`config.mk`:
```
export PLATFORM = sky130hd
export DESIGN_NAME = fetch
export DESIGN_NICKNAME = d
export VERILOG_FILES = /design/src/rtl/cpu_pkg.sv /design/src/rtl/fetch_pc_reg.sv /design/src/rtl/fetch.sv
export SDC_FILE = /design/constraint.sdc
export NUM_CORES = 1
export LEC_CHECK = 0
export ABC_AREA = 1
export CORE_ASPECT_RATIO = 1.2
export CORE_MARGIN = 3
export CORE_UTILIZATION = 42
export DETAILED_ROUTE_END_ITERATION = 7
export PLACE_DENSITY = 0.8
export SKIP_CTS_REPAIR_TIMING = 1
export SYNTH_ARGS = -nofsm -noshare
export SYNTH_HDL_FRONTEND = slang
export SYNTH_SLANG_ARGS = --single-unit
```
`constraint.sdc`:
```
create_clock -name clk -period 1.6 [get_ports clk]
set_input_delay 0.16 -clock clk [delete_from_list [all_inputs] [get_ports clk]]
set_output_delay 0.16 -clock clk [all_outputs]
set_load 0.1 [all_outputs]
```
`src/rtl/cpu_pkg.sv`:
```
// Shared CPU core definitions: fetch FSM states, instruction width and branch opcodes.
package cpu_pkg;

  localparam int unsigned INST_W = 16;

  typedef enum logic [1:0] {
    IDLE  = 2'd0,
    FETCH = 2'd1,
    HOLD  = 2'd2
  } fetch_state_t;

  localparam logic [3:0] JUMP   = 4'b1100;
  localparam logic [3:0] JUMPEQ = 4'b1101;

endpackage

```
`src/rtl/fetch_pc_reg.sv`:
```
// Program counter register: synchronous reset, increment, and load (load beats increment).
module pc_reg #(
  parameter int unsigned     PC_W     = 16,
  parameter logic [PC_W-1:0] RESET_PC = '0
) (
  input  logic            clk,
  input  logic            reset,
  input  logic            load,
  input  logic            inc,
  input  logic [PC_W-1:0] load_val,
  output logic [PC_W-1:0] pc
);

  always_ff @(posedge clk) begin
    if (reset) begin
      pc <= RESET_PC;
    end else if (load) begin
      pc <= load_val;
    end else if (inc) begin
      pc <= pc + PC_W'(1);
    end
  end

endmodule

```
`src/rtl/fetch.sv`:
```
// Instruction fetch unit: owns the PC, reads one word per step over req/ack, hands it to decode.
module fetch
  import cpu_pkg::*;
#(
  parameter int unsigned     PC_W     = 16,
  parameter logic [PC_W-1:0] RESET_PC = '0
) (
  input  logic              clk,
  input  logic              reset,
  input  logic              run,
  input  logic              next,
  input  logic              branch_take,
  input  logic [PC_W-1:0]   branch_target,
  output logic [PC_W-1:0]   mem_addr,
  output logic              mem_req,
  input  logic              mem_ack,
  input  logic [INST_W-1:0] mem_data,
  output logic [INST_W-1:0] data_inst,
  output logic              decode_en,
  output logic [PC_W-1:0]   pc,
  output logic [PC_W-1:0]   inst_pc
);

  fetch_state_t state_q, state_d;
  logic capture;
  logic pc_inc;
  logic pc_load;

  pc_reg #(
    .PC_W     (PC_W),
    .RESET_PC (RESET_PC)
  ) u_pc_reg (
    .clk      (clk),
    .reset    (reset),
    .load     (pc_load),
    .inc      (pc_inc),
    .load_val (branch_target),
    .pc       (pc)
  );

  always_ff @(posedge clk) begin
    if (reset) begin
      state_q <= IDLE;
    end else begin
      state_q <= state_d;
    end
  end

  always_comb begin
    state_d = state_q;
    case (state_q)
      IDLE:    if (run) state_d = FETCH;
      FETCH:   if (mem_ack) state_d = HOLD;
      HOLD:    if (next) state_d = run ? FETCH : IDLE;
      default: state_d = IDLE;
    endcase
  end

  // A redirect only lands when control leaves HOLD, so no wrong-path request is ever issued.
  always_comb begin
    mem_req = 1'b0;
    capture = 1'b0;
    pc_inc  = 1'b0;
    pc_load = 1'b0;
    case (state_q)
      FETCH: begin
        mem_req = 1'b1;
        capture = mem_ack;
        pc_inc  = mem_ack;
      end
      HOLD:    pc_load = next & branch_take;
      default: ;
    endcase
  end

  assign mem_addr = pc;

  always_ff @(posedge clk) begin
    if (reset) begin
      data_inst <= '0;
      inst_pc   <= '0;
      decode_en <= 1'b0;
    end else begin
      decode_en <= capture;
      if (capture) begin
        data_inst <= mem_data;
        inst_pc   <= pc;
      end
    end
  end

endmodule

```
# Yosys cells after proc, flatten, opt, wreduce, memory -nomap -nowiden
# Index checks and enable logic that the tools add are counted.
word_totals:
  reg_bits: 51
  latchBits: 0
  ramBits: 0
  mem_bits_ro: 0
  output_inout_bits: 66
  word_cells: 25
  n_memories: 0
classes:
  add_sub_neg: 1
  multipliers: 0
  n_div: 0
  order_cmp: 0
  eq_ne: 5
  n_shift: 0
  mux: 10
  n_bitwise: 1
  reduce_logical: 3
op_table:
  columns: ["op", "count"]
  rows:
  - ["$mux 16", 2]
  - ["$add 16x1->16 const B", 1]
  - ["$mux 2", 3]
  - ["$ne 2x2->1 const B", 3]
  - ["$pmux 2 s3", 1]
  - ["$mux 1", 4]
  - ["$reduce_and 3->1", 1]
  - ["$eq 2x1->1 const B", 1]
  - ["$eq 2x2->1 const B", 1]
  - ["$logic_not 2->1", 1]
  - ["$reduce_bool 2->1", 1]
  - ["$and 1x1->1", 1]

# Depth between registers and ports, before layout
depth:
  word_depth: 4
  ltp_mapped: 9
  depth_no_buf: 9

# Cells and area by module
# From an unflattened synthesis, not the netlist that was laid out.
hier_totals:
  hier_cells: 388
  hier_area_um2: 2588.7
modules_own_cells:
  columns: ["mod", "n_inst", "cells_per_inst", "area_each_um2"]
  rows:
  - ["fetch", 1, 240, 1577.8]
  - ["pc_reg", 1, 148, 1011.0]

# Least setup slack after synthesis
# Ideal clock, no wire load.
synth_timing:
  path_type: "reg2reg"
  start: "register u_pc_reg.pc[1]"
  end: "register u_pc_reg.pc[14]"
  t_arrival_ps: 1983
  setup_slack_ps: -517
  path_stages_with_launch: 9
  path_buffers: 0
  cell_sequence: "dfxtp_1 > ha_1 > nand3_2 > nor2_2 > nand3_1 > nand2_1 > nand3_1 > nand2_1 > a21oi_1"
synth_between:
  elab_chain_len: 3
synth_rtl:
  columns: ["item", "line_no", "source"]
  rows:
  - ["start: declaration", "fetch_pc_reg.sv:11", "output logic [PC_W-1:0] pc"]
  - ["start signal: assignment", "fetch_pc_reg.sv:18", "pc <= load_val;"]
  - ["start signal: assignment", "fetch_pc_reg.sv:20", "pc <= pc + PC_W'(1);"]
  - ["$add 16x1->16", "fetch_pc_reg.sv:20", null]
  - ["$mux 16", "fetch_pc_reg.sv:19", "end else if (inc) begin"]
  - ["$mux 16", "fetch_pc_reg.sv:17", "end else if (load) begin"]
# No other way between the ends. The select of a mux whose other input is x is not followed.
# A chain may end at the register's enable or synchronous reset.

# Worst setup path after layout
layout_timing:
  start: "register u_pc_reg.pc[1]"
  end: "register u_pc_reg.pc[8]"
# The elaborated chain is that of the path after synthesis.

==> flow_summary.toml <==
[detailed_routing]
drt_iter0_drc = 239
drt-total-wl_um = 7370
wl_per_cell_um = 15.0
remaining_drc_errors = 0
first_pass_iters = 5
vias = 2577
vias_per_cell = 5.24
antenna_left = 0

[setup_path]
startpoint = "u_pc_reg.pc[1]$_SDFFE_PP0P_"
max_stage_delay_ns = 0.42
crit_path_start_kind = "register"
endpoint = "u_pc_reg.pc[8]$_SDFFE_PP0P_"
worst_setup_path_end_kind = "register"
reg2reg_slack_ns = 0.14
arrival_ns = 1.67
r2r_cells = 8
r2r-start = "u_pc_reg.pc[1]$_SDFFE_PP0P_"
crit_fanout = 7
crit_required_ns = 1.81
cp_slowest_cell = "dfxtp_4"
worstSetupPathType = "reg2reg"
r2r-end = "u_pc_reg.pc[8]$_SDFFE_PP0P_"
crit_path_cell_trace = "ha_1 -> nand3_2 -> inv_2 -> nand2_2 -> o211ai_1 -> nand3_1 -> nand2_1 -> inv_1"

[pwr]
power_leakage_nw = 1.63
peakVddDrop_mv = 0.583
powerDensity_nw_per_um2 = 682

[timing]
slew_viol_final = 0
tightest_slew_ns = 0.527
fin_crit_sh_pct = 91.2
hold_viol_final = 0
rsz0062_at_grt = "no"
timing.slew.headroom_pct = 64.8
setup_violations = 0
hold_ws_ns = 0.402
post-route-min-period_ns = 1.46
skew_ns = 0.00680
fmax_mhz = 686
final.setup.tns_ns = 0

[cells_and_area]
finalNetCount = 468
fin_util_pct = 77.6
fin_area_um2 = 4170
area_delta_synth_final_pct = 75.2
drive_above_1_share_pct = 27.7
insertedDiodeCount = 0

[synthesis]
synth.avg_cell_area_um2 = 7.08
netlist_top_cells_count = "nand2_1 (100), dfxtp_1 (51), a21oi_1 (41), inv_1 (21), nor2_1 (19)"
synth_cells = 336
synth_most_common_cell = "nand2_1"
async_flop_share_pct = 0
yosys.area.top_type = "dfxtp_1"
netlist_area_um2 = 2380
netlist_top_cells_area = "dfxtp_1 (43%), nand2_1 (16%), a21oi_1 (8.6%)"
synth_nets = 375
ys_types = 30
yosysWarningCount = 0
ys_ff_latch = 51
ys.flop_type = "dfxtp_1"
synth_top_cell_area_share_pct = 42.9
synth-edff-count = 0
ys_seq_area_share_pct = 42.9

[clock_tree]
cts_max_level = 2
path_clk_slew_ns = 0.09
cts_buffers = 5
root_buffer = "clkbuf_8"
cts_max_path_buffers = 2
cts_tree = "done"
cts_sinks = 51
insertion_delay_ns = 0.31

[die]
initial_utilization_pct = 44.3
die_w_um = 74.7
core_area_um2 = 5370
num_rows = 29
design.die.area_um2 = 6600
die_height_um = 88.4
num_io_pins = 104

[outcome]
status = "finished, final reports clean"

[global_route]
grt.total_usage_pct = 23.6
grt_pass1_vias = 2640
grt_start_max_net_pins = 20
antenna_found_initial = 0
grt_pass1_wl_um = 12000
overflow = 0

[min_path]
min_path_type = "in2reg"

[flow_run]
cap_violations = 0

[place]
portBuffers = 103
gp_congestion = 0.853
hpwl_um = 5770
dpl_cell_area_um2 = 4080
==> worst max-delay path: cells and delay by family, from the launching register on <==
kind / cells / cell delay, ns
fa+ha+maj: 1 / 0.22
compound gates: 1 / 0.18
flops: 1 / 0.42
simple gates: 4 / 0.39
buf+inv: 2 / 0.15
==> per-layer routing <==
metal / vias to the layer above / track usage [%] / part of all wire (%)
met4: 0 / 8.74 / 1.9
li1: 1252 / - / -
met2: 140 / 43.4 / 54
met5: - / 0 / 0
met3: 16 / 6.48 / 8.3
met1: 1169 / 25.5 / 36
==> cells by family (layout without fill, tap and decap cells) <==
family / count (synthesis) / in the layout / synth area share, %
AND/OR/NAND/NOR: 151 / 151 / 26.8
AO/OA/AOI/OAI: 73 / 73 / 16.9
adder cells (fa/ha/maj): 1 / 1 / 0.526
buffers and inverters: 59 / 153 / 12.5
flip-flops: 51 / 51 / 42.9
XOR/XNOR: 1 / 1 / 0.368
==> stage by stage <==
| stage | setup WS (ns) | cells | power (mW) |
|---|---|---|---|
| 5_1_grt | 0.0183 | 492 | 2.94 |
| 3_3_place_gp | 0.104 | 484 | 2.14 |
| 2_1_floorplan | 0.0351 | 336 | 1.81 |
| 4_1_cts | 0.138 | 492 | 2.86 |
| 6_report | 0.141 | 492 | 2.84 |
| 3_5_place_dp | 0.0127 | 484 | 2.15 |
==> power by group <==
part / internal (mW) / switching (mW) / total [mW]
clock: 0.308 / 0.410 / 0.717
combinational: 0.297 / 0.468 / 0.765
sequential: 1.31 / 0.0490 / 1.36
total: 1.91 / 0.926 / 2.84
==> placed cells by master, fill, tap and decap left out, types with 3 or more instances in the layout <==
cell / Yosys / layout
nand2_1: 100 / 100
buf_12: 0 / 66
a21oi_1: 41 / 41
clkdlybuf4s50_1: 0 / 37
dfxtp_1: 51 / 36
inv_1: 21 / 21
nor2_1: 19 / 19
nand3_1: 14 / 14
buf_4: 17 / 14
o21ai_1: 13 / 13
dfxtp_2: 0 / 13
o21ai_0: 7 / 7
inv_2: 5 / 5
nor2_2: 5 / 5
clkbuf_8: 0 / 5
nand3_2: 3 / 3
nand4_1: 3 / 3
nand2_2: 3 / 3
o211ai_1: 3 / 3
nor3_1: 3 / 3
==> how the worst min path moves through the flow <==
stage / start / endpoint / depth (start not counted)
after detailed placement: data_inst[3]$_SDFFE_PP0P_ / data_inst[3]$_SDFFE_PP0P_ / 2
after global routing: mem_data[2] / data_inst[2]$_SDFFE_PP0P_ / 3
final: mem_data[13] / data_inst[13]$_SDFFE_PP0P_ / 3
after global placement: data_inst[2]$_SDFFE_PP0P_ / data_inst[2]$_SDFFE_PP0P_ / 2
after CTS: mem_data[3] / data_inst[3]$_SDFFE_PP0P_ / 3
after floorplan: mem_data[0] / data_inst[0]$_SDFFE_PP0P_ / 2
==> area by class of cell <==
class / count / area, µm²
Timing Repair Buffer: 117 / 1800
Fill cell: 353 / 1200
Multi-Input combinational cell: 226 / 1060
Sequential cell: 51 / 1040
Inverter: 28 / 105
Tap cell: 62 / 77.6
Clock buffer: 7 / 76.3
Clock inverter: 1 / 5.00
Power figures use the tool's default switching activity.
